$ cat config.mk
export PLATFORM = sky130hd
export DESIGN_NAME = pc_fetch
export DESIGN_NICKNAME = d
export VERILOG_FILES = /design/src/rtl/cpu_pkg.sv /design/src/rtl/return_stack.sv /design/src/rtl/pc_fetch.sv
export SDC_FILE = /design/constraint.sdc
export NUM_CORES = 1
export LEC_CHECK = 0
export CORE_AREA = 2 2 102 84
export CTS_CLUSTER_DIAMETER = 80
export DETAILED_ROUTE_END_ITERATION = 12
export DIE_AREA = 0 0 104 86
export PLACE_DENSITY_LB_ADDON = 0.2
export SLEW_MARGIN = 0
export SYNTH_ARGS = -nofsm -noshare
export SYNTH_HDL_FRONTEND = slang
export SYNTH_SLANG_ARGS = --single-unit
$ cat constraint.sdc
create_clock -name clk -period 7.3 [get_ports clk]
set_clock_uncertainty 0.1 [all_clocks]
set_input_delay 1.825 -clock clk [delete_from_list [all_inputs] [get_ports clk]]
set_output_delay 1.825 -clock clk [all_outputs]
set_load 0.03 [all_outputs]
$ cat src/rtl/cpu_pkg.sv
// Shared constants for the single-cycle CPU fetch stage: special opcodes and the fetch-state encoding.
package cpu_pkg;

  localparam logic [7:0] OP_HALT = 8'hFF;
  localparam logic [7:0] OP_CALL = 8'h19;
  localparam logic [7:0] OP_RET  = 8'h1A;

  typedef enum logic {
    ST_RUN  = 1'b0,
    ST_HALT = 1'b1
  } fetch_state_t;

endpackage

$ cat src/rtl/return_stack.sv
// Circular return-address stack: a push into a full stack overwrites the oldest entry, and the top entry is readable combinationally.
module return_stack #(
  parameter int DEPTH = 4,
  parameter int W     = 10
) (
  input  logic         clk,
  input  logic         reset,
  input  logic         push,
  input  logic         pop,
  input  logic [W-1:0] push_data,
  output logic [W-1:0] top_data,
  output logic         full,
  output logic         empty
);

  localparam int PTR_W = (DEPTH > 1) ? $clog2(DEPTH) : 1;
  localparam int CNT_W = $clog2(DEPTH + 1);
  localparam logic [PTR_W-1:0] PTR_LAST = PTR_W'(DEPTH - 1);
  localparam logic [CNT_W-1:0] CNT_FULL = CNT_W'(DEPTH);

  logic [W-1:0]     r_mem [DEPTH];
  logic [PTR_W-1:0] r_wr_ptr;
  logic [CNT_W-1:0] r_count;
  logic [PTR_W-1:0] w_ptr_inc;
  logic [PTR_W-1:0] w_ptr_dec;

  // r_wr_ptr is the next free slot; once the stack is full, that slot also holds the oldest entry.
  assign w_ptr_inc = (r_wr_ptr == PTR_LAST) ? '0 : r_wr_ptr + 1'b1;
  assign w_ptr_dec = (r_wr_ptr == '0) ? PTR_LAST : r_wr_ptr - 1'b1;

  assign full     = (r_count == CNT_FULL);
  assign empty    = (r_count == '0);
  assign top_data = r_mem[w_ptr_dec];

  generate
    for (genvar gi = 0; gi < DEPTH; gi++) begin : g_entry
      always_ff @(posedge clk or posedge reset) begin
        if (reset)
          r_mem[gi] <= '0;
        else if (push && (r_wr_ptr == PTR_W'(gi)))
          r_mem[gi] <= push_data;
      end
    end
  endgenerate

  always_ff @(posedge clk or posedge reset) begin
    if (reset) begin
      r_wr_ptr <= '0;
      r_count  <= '0;
    end else if (push) begin
      r_wr_ptr <= w_ptr_inc;
      if (!full)
        r_count <= r_count + 1'b1;
    end else if (pop && !empty) begin
      r_wr_ptr <= w_ptr_dec;
      r_count  <= r_count - 1'b1;
    end
  end

endmodule

$ cat src/rtl/pc_fetch.sv
// Fetch stage: holds the PC, selects the next PC, and provides a HALT state and a retired-instruction counter.
// When FETCH_RAS_EN is defined, CALL/RET opcodes use a return_stack and a sticky ras_err flag is added.
module pc_fetch
  import cpu_pkg::*;
#(
  parameter int         PC_W      = 10,
  parameter int         INSTR_W   = 32,
  parameter logic [7:0] HALT_OP   = OP_HALT,
  parameter int         CNT_W     = 16,
  parameter int         RAS_DEPTH = 4
) (
  input  logic               clk,
  input  logic               reset,
  input  logic               stall,
  input  logic [INSTR_W-1:0] instr,
  input  logic               s_inc,
  input  logic               s_rel_pc,
  output logic [PC_W-1:0]    pc,
  output logic [7:0]         opcode,
  output logic               halted,
  output logic [CNT_W-1:0]   retired,
  output logic               ras_err
);

  fetch_state_t     r_state;
  fetch_state_t     w_state_next;
  logic [PC_W-1:0]  r_pc;
  logic [PC_W-1:0]  w_pc_next;
  logic [PC_W-1:0]  w_pc_inc;
  logic [PC_W-1:0]  w_pc_sel;
  logic [PC_W-1:0]  w_target;
  logic [CNT_W-1:0] r_retired;
  logic             w_retire;
  logic             w_unused;

  assign opcode   = instr[INSTR_W-1 -: 8];
  assign w_target = instr[PC_W-1:0];
  assign w_pc_inc = r_pc + 1'b1;
  assign w_unused = ^instr;

  // Sign extension is implicit: the target is already PC_W wide and the sum wraps modulo 2^PC_W.
  always_comb begin
    w_pc_sel = w_pc_inc;
    if (!s_inc)
      w_pc_sel = s_rel_pc ? (r_pc + w_target) : w_target;
  end

`ifdef FETCH_RAS_EN
  logic            w_push;
  logic            w_pop;
  logic            w_ras_fault;
  logic            w_ras_full;
  logic            w_ras_empty;
  logic [PC_W-1:0] w_ras_top;
  logic            r_ras_err;

  return_stack #(
    .DEPTH (RAS_DEPTH),
    .W     (PC_W)
  ) u_ras (
    .clk       (clk),
    .reset     (reset),
    .push      (w_push),
    .pop       (w_pop),
    .push_data (w_pc_inc),
    .top_data  (w_ras_top),
    .full      (w_ras_full),
    .empty     (w_ras_empty)
  );
`endif

  always_comb begin
    w_state_next = r_state;
    w_pc_next    = r_pc;
    w_retire     = 1'b0;
`ifdef FETCH_RAS_EN
    w_push      = 1'b0;
    w_pop       = 1'b0;
    w_ras_fault = 1'b0;
`endif
    if (r_state == ST_RUN && !stall) begin
      w_retire = 1'b1;
      if (opcode == HALT_OP) begin
        w_state_next = ST_HALT;
`ifdef FETCH_RAS_EN
      end else if (opcode == OP_CALL) begin
        w_push      = 1'b1;
        w_ras_fault = w_ras_full;
        w_pc_next   = w_target;
      end else if (opcode == OP_RET) begin
        w_pop       = 1'b1;
        w_ras_fault = w_ras_empty;
        w_pc_next   = w_ras_empty ? w_pc_inc : w_ras_top;
`endif
      end else begin
        w_pc_next = w_pc_sel;
      end
    end
  end

  always_ff @(posedge clk or posedge reset) begin
    if (reset) begin
      r_state   <= ST_RUN;
      r_pc      <= '0;
      r_retired <= '0;
    end else begin
      r_state <= w_state_next;
      r_pc    <= w_pc_next;
      if (w_retire)
        r_retired <= r_retired + 1'b1;
    end
  end

`ifdef FETCH_RAS_EN
  always_ff @(posedge clk or posedge reset) begin
    if (reset)
      r_ras_err <= 1'b0;
    else if (w_ras_fault)
      r_ras_err <= 1'b1;
  end

  assign ras_err = r_ras_err;
`else
  assign ras_err = 1'b0;
`endif

  assign pc      = r_pc;
  assign retired = r_retired;
  assign halted  = (r_state == ST_HALT);

endmodule

==> Word-level counts from Yosys, hierarchy flattened <==
Cells that the tools add are included.
{ "word_totals": {"input_bits": 37, "rom_bits": 0, "word_cells": 16, "regBits": 27, "mem_bits_rw": 0, "memories": 0, "latchBits": 0, "output_inout_bits": 36} }
{ "op_classes": {"shift": 0, "div_mod_pow": 0, "mul": 0, "bitwise": 2, "order_cmp": 0, "addsub": 3, "n_reduce_logical": 4, "n_eq_ne": 1, "n_mux": 3} }
{ "op_table": {"columns": ["op", "count"], "rows": [
  ["2-to-1 mux 10 bit", 2],
  ["adder 16 x 1 -> 16 bit (second input constant)", 1],
  ["adder 10 x 1 -> 10 bit (second input constant)", 1],
  ["adder 10 bit", 1],
  ["equality test 8 bit (second input constant)", 1],
  ["AND reduction 2 bit", 2],
  ["NOT 1 bit", 2],
  ["logical AND 1 bit", 1],
  ["zero test 1 bit", 1],
  ["2-to-1 mux 1 bit", 1]
]} }

==> Depth between registers and ports, before layout <==
Gate-level depths: netlist (run 1).
{ "logic_depth": {"depth_word": 3, "depth_mapped": 8, "mapped_depth_nobuf": 8} }

==> Worst setup path before layout (run 1) <==
OpenSTA, ideal clock, no wires.
{ "synth_path": {"kind": "input to output", "startpoint": "in instr[24]", "endpoint": "out opcode[0]", "t_arrival_ns": 1.970, "path_buffers": 1, "t_required_ns": 5.375, "slack_ns": 3.405, "stages": 1, "cell_sequence": "buf_4"} }
{ "synth_lines": {"columns": ["element", "line", "source"], "rows": [
  ["start, declared", "pc_fetch.sv:15", "input logic [INSTR_W-1:0] instr,"],
  ["end, declared", "pc_fetch.sv:19", "output logic [7:0] opcode,"]
]} }
No word-level cell between the ends.

==> Worst setup path after layout (run 1) <==
{ "layout_path": {"startpoint": "in instr[30]", "endpoint": "out opcode[6]"} }
No word-level cell between the ends.

==> results of run 1 <==
-- cells in the mapped netlist (4+ instances only) --
cell type / instances / area, um2
o21ai_0: 10 / 50.1
xor2_1: 6 / 52.6
nor3_1: 4 / 20.0
nor2_1: 11 / 41.3
ha_1: 11 / 138
o22ai_1: 5 / 31.3
xnor2_1: 15 / 131
a21oi_1: 16 / 80.1
dfrtp_1: 27 / 676
inv_1: 6 / 22.5
nand4_1: 9 / 56.3
nand2_1: 22 / 82.6
buf_4: 10 / 75.1
nand3_1: 10 / 50.1
-- cells in the final DEF (no fill, tap or decap), types with 2 or more instances in the layout --
master           synthesis  final
clkdlybuf4s50_1          0     57
dfrtp_1                 27     27
nand2_1                 22     22
a21oi_1                 16     16
xnor2_1                 15     15
nor2_1                  11     11
ha_1                    11     11
nand3_1                 10     10
o21ai_0                 10     10
nand4_1                  9      9
xor2_1                   6      6
inv_1                    6      6
o22ai_1                  5      5
nor3_1                   4      4
mux2i_1                  3      3
nand3b_1                 3      3
a211oi_1                 3      3
clkbuf_8                 0      3
and3_1                   2      2
o311ai_0                 2      2
a21o_1                   2      2
or2_2                    2      2
a31oi_1                  2      2
o41ai_1                  2      2
o31ai_1                  2      2
buf_4                   10      2
-- cell families (layout without fill, tap and decap cells) --
logic type | after synthesis | after routing | synth area share
DFF | 27 | 27 | 0.348
buffers and inverters | 22 | 69 | 0.0740
and+or+nand+nor | 69 | 69 | 0.175
other | 1 | 1 | 0.00193
muxes | 4 | 4 | 0.0212
AOI/OAI and AO/OA | 57 | 57 | 0.205
xor gates and xnor gates | 21 | 21 | 0.0947
adders and majority gates | 12 | 12 | 0.0811
-- area by class of cell --
class,count,area share
tap,108,0.0522
multi-input combinational,164,0.434
clock buffer,4,0.0174
timing repair buffer,59,0.226
inverter,6,0.00870
sequential,27,0.261
-- worst max path at each step --
stage          slack, ps   endpoint      start  cells after the start
2_1_floorplan       3410  opcode[0]  instr[24]                      1
3_3_place_gp        2370  opcode[6]  instr[30]                      2
3_5_place_dp        2360  opcode[6]  instr[30]                      2
4_1_cts             2360  opcode[6]  instr[30]                      2
5_1_grt             2350  opcode[6]  instr[30]                      2
6_report            2380  opcode[6]  instr[30]                      2
-- state kept, by name, summed over array words and instances, names as in the netlist --
name and cells:
pc 10, halted 1, retired 16
-- through the flow --
stage	cell area (um2)	utilization
after floorplan	1940	-
after global placement	2540	0.324
after detailed placement	2540	0.324
after CTS	2590	0.330
after global routing	2590	0.330
final	2590	0.330
-- metal layers --
layer,vias to the layer above,routed length [um],GRT usage
li1,873,-,-
met1,799,2540,0.158
met2,32,2100,0.169
met3,2,242,0.0274
met4,0,23,0.0147
met5,-,0,0
-- power by group --
group | leakage [nW] | switching (W) | internal [W]
clock network | 0.0228 | 0.0000475 | 0.0000391
registers | 0.356 | 0.00000619 | 0.000153
logic | 0.648 | 0.0000510 | 0.0000443
total | 1.03 | 0.000105 | 0.000236
==> results.yml, run 1 <==
setup_path:
  rrSetupSlack_ps: 4700
  cp.arrival_ps: 3000
  cp_max_fo: 2
  critical-path-slowest-cell: "clkdlybuf4s50_1"
  cp_top_family: "buffers and inverters"
  cp_cell_sequence: "clkdlybuf4s50_1 > clkdlybuf4s50_1"
  ff2ff_path_depth: 8
  timing.rr.end: "pc[8]"
  critPathMaxStageDelay_ps: 680
  crit_top_cell: "clkdlybuf4s50_1"
  endpoint_kind: "primary output"
  path_class: "input pin to primary output"
  worst-path-buf-inv: 2
  cp.required_ps: 5380
  rr_startpoint: "pc[0]"
  critPathLaunchType: "input pin"
cts:
  cts_resized: 0
  cts_sinks: 27
  postCtsSetupBuffers: 0
  cts_tree: "yes"
  clk_latency_ps: 270
  clockBufferDepth: 2
  cts_hold_buf: 0
  cts_buffers: 3
  clk_pin_slew_worst_paths_ps: 100
  htree_num_levels: 1
  cts_root_buf: "clkbuf_8"
timing:
  min_period_ps: 4920
  drv_slew: 0
  setup_ws_ps: 2380
  fin_crit_sh: 0.674
  fmax_mhz: 203
  maxSlewHeadroom: 0.431
  worst_slew_pin_slew_ps: 851
  hold_ws_ps: 378
  finalSetupViolCount: 0
  final-hold-violation-count: 0
  fin_setup_tns_ps: 0
  rsz0062_at_grt: "false"
global_route:
  grt_pass1_vias: 1603
  grt_pass1_wl_um: 8030
  grt_start_max_net_pins: 28
  grt_antenna_before_repair: 0
  overflow: 0
  grt.total_usage: 0.109
place:
  io_buffers: 57
  routabilityCongestion: 0.775
  place_inst: 364
  hpwl_um: 3790
  preCtsSetupSlack_ps: 2360
finish:
  final-seq-area_um2: 676
  multi_input_area_um2: 1120
  antennaDiodeCount: 0
  syn2layout_area_growth_pct: 33.2
  finalNonFillerCells: 368
  nets: 310
  fillCellCount: 830
  drive_gt1_frac: 0.0538
yosys:
  ys_types: 49
  synth.cell_area_um2: 1940
  async_flop_share: 1.00
  seq_area_frac_synth: 0.348
  ys_warn_count: 0
  synth.avg_cell_area_um2: 9.12
  syn-instance-count: 213
  syn-num-nets: 262
  yosys_register_bits: 27
  synth_edf_count: 0
  synth_top_flop_cell: "dfrtp_1"
worst_hold_path:
  hold_end: "retired[15]"
  worstHoldPathCells: 1
  hold_start: "retired[15]"
  hp-class: "flip-flop to flip-flop"
route:
  wl_um: 4910
  drc: 0
  avgRoutedWirePerCell_um: 13.3
  drtIter0Drc: 67
  vias: 1706
  drtPass1Iterations: 6
  ant_nets: 0
  via_per_inst: 4.64
floorplan:
  initial_utilization: 0.248
  rows: 29
  ioPinCount: 73
  core-area_um2: 7840
  dieArea_um2: 8940
  die_x_um: 104
  die_y_um: 86
power_and_ir_drop:
  total_power_w: 0.000341
  p_leak_nw: 1.03
  power.density_nw_per_um2: 132
  vdd_drop_max_mv: 0.0786
outcome:
  outcome: "completed"
job:
  cap_violations: 0
Power figures use the tool's default switching activity.
==> inputs of run 2 (changes only) <==
Clock period 7.3 ns to 4.4 ns, I/O delays scaled along.
==> run 2 against run 1 <==
  * Total power grew 65%
  * Count of clock-buffer cells in the layout is the same
  * Combinational power grew 66%
  * Register-to-register slack lost 2900 ps
  * Core utilization grew 0.096 points
  * Non-clock buffer count grew 1
  * Worst hold slack gained 10 ps
  * Critical endpoint unchanged
==> results.yml, run 2 (synthesis gave the netlist of run 1 again) <==
outcome:
  outcome: "completed"
global_route:
  grt.total_usage: 0.109
  grt_antenna_before_repair: 0
  overflow: 0
  grt_pass1_vias: 1568
  grt_start_max_net_pins: 26
  grt_pass1_wl_um: 7970
setup_path:
  path_class: "input pin to primary output"
  worst-path-buf-inv: 2
  critPathMaxStageDelay_ps: 680
  cp_cell_sequence: "clkdlybuf4s50_1 > clkdlybuf4s50_1"
  cp-startpoint: "instr[30]"
  endpoint_kind: "primary output"
  cp_top_family: "buffers and inverters"
  rr_startpoint: "pc[0]"
  cp_max_fo: 2
  crit_top_cell: "clkdlybuf4s50_1"
  critPathLaunchType: "input pin"
  cp.arrival_ps: 2260
  cp.required_ps: 3200
  critical-path-slowest-cell: "clkdlybuf4s50_1"
finish:
  final_cell_mix: "57 x clkdlybuf4s50_1, 27 x dfrtp_1, 22 x nand2_1, 16 x a21oi_1, 15 x xnor2_1"
  drive_gt1_frac: 0.0575
  finalNonFillerCells: 369
  postLayoutCoreUtil: 0.331
  largest_reg_flops: 16
  mostFrequentLayoutCell: "clkdlybuf4s50_1"
  fillCellCount: 844
  syn2layout_area_growth_pct: 33.5
  antennaDiodeCount: 0
  nets: 311
power_and_ir_drop:
  power.density_nw_per_um2: 217
  p_leak_nw: 1.03
  vdd_drop_max_mv: 0.131
route:
  wl_um: 4870
  via_per_inst: 4.62
  ant_nets: 0
  drtPass1Iterations: 5
  vias: 1703
  avgRoutedWirePerCell_um: 13.2
  drc: 0
  drtIter0Drc: 80
place:
  hpwl_um: 3800
  place_inst: 365
  io_buffers: 57
  routabilityCongestion: 0.780
  preCtsSetupSlack_ps: 704
cts:
  postCtsSetupBuffers: 0
  htree_num_levels: 1
  cts_buffers: 3
  cts_root_buf: "clkbuf_8"
  cts_sinks: 27
  clk_pin_slew_worst_paths_ps: 90
  clockBufferDepth: 2
  cts_resized: 0
  cts_hold_buf: 0
  clk_latency_ps: 270
  cts_tree: "yes"
timing:
  min_period_ps: 3460
  fin_setup_tns_ps: 0
  setup_ws_ps: 941
  fin_crit_sh: 0.786
  maxSlewHeadroom: 0.420
  fmax_mhz: 289
  drv_slew: 0
  rsz0062_at_grt: "false"
  worst_slew_pin_slew_ps: 869
  final-hold-violation-count: 0
  finalSetupViolCount: 0
job:
  cap_violations: 0
floorplan:
  die_y_um: 86
  dieArea_um2: 8940
  rows: 29
  core-area_um2: 7840
  initial_utilization: 0.248
  ioPinCount: 73
  die_x_um: 104
worst_hold_path:
  hp-class: "flip-flop to flip-flop"
  hold_start: "retired[15]"
==> run 2: cell count changes in the layout (fill, tap and decap cells not counted) <==
cell | previous run | this run
buf_4 | 2 | 3
==> run 2: final timing paths <==
path	end	slack [ps]	cells past startpoint
max in group asynchronous	retired[11]	2380	3
hold / removal	retired[15]	390	1
setup / recovery	opcode[6]	940	2
min in group asynchronous	retired[6]	1200	2
hold reg to reg	retired[15]	390	1
setup reg to reg	pc[8]	1810	8
==> run 2: final cells by class <==
type / instances / area (um2) / share of cell area
Sequential cell: 27 / 676 / 0.260
Inverter: 6 / 22.5 / 0.00868
Timing Repair Buffer: 60 / 593 / 0.229
Multi-Input combinational cell: 164 / 1120 / 0.433
Clock buffer: 4 / 45.0 / 0.0174
Tap cell: 108 / 135 / 0.0521
==> run 2: metal layers <==
layer | routed length [um] | up-vias | global-route usage
met5 | 0 | - | 0
met4 | 28 | 0 | 0.0221
met3 | 243 | 2 | 0.0251
met2 | 2080 | 52 | 0.160
met1 | 2520 | 783 | 0.163
li1 | - | 866 | -
==> run 2: stage by stage <==
| step | power, W | area, um2 | hold WS [ps] |
|---|---|---|---|
| floorplan | 0.000375 | 1940 | 554 |
| global placement | 0.000429 | 2550 | 362 |
| detailed placement | 0.000429 | 2550 | 378 |
| CTS | 0.000577 | 2590 | 397 |
| global route | 0.000600 | 2590 | 412 |
| finish | 0.000564 | 2590 | 388 |
==> run 2: report_power, final <==
part / switching, W / total, W / internal [W]
sequential: 0.0000104 / 0.000264 / 0.000254
clock: 0.0000763 / 0.000141 / 0.0000648
combinational: 0.0000844 / 0.000158 / 0.0000738
total: 0.000171 / 0.000564 / 0.000392
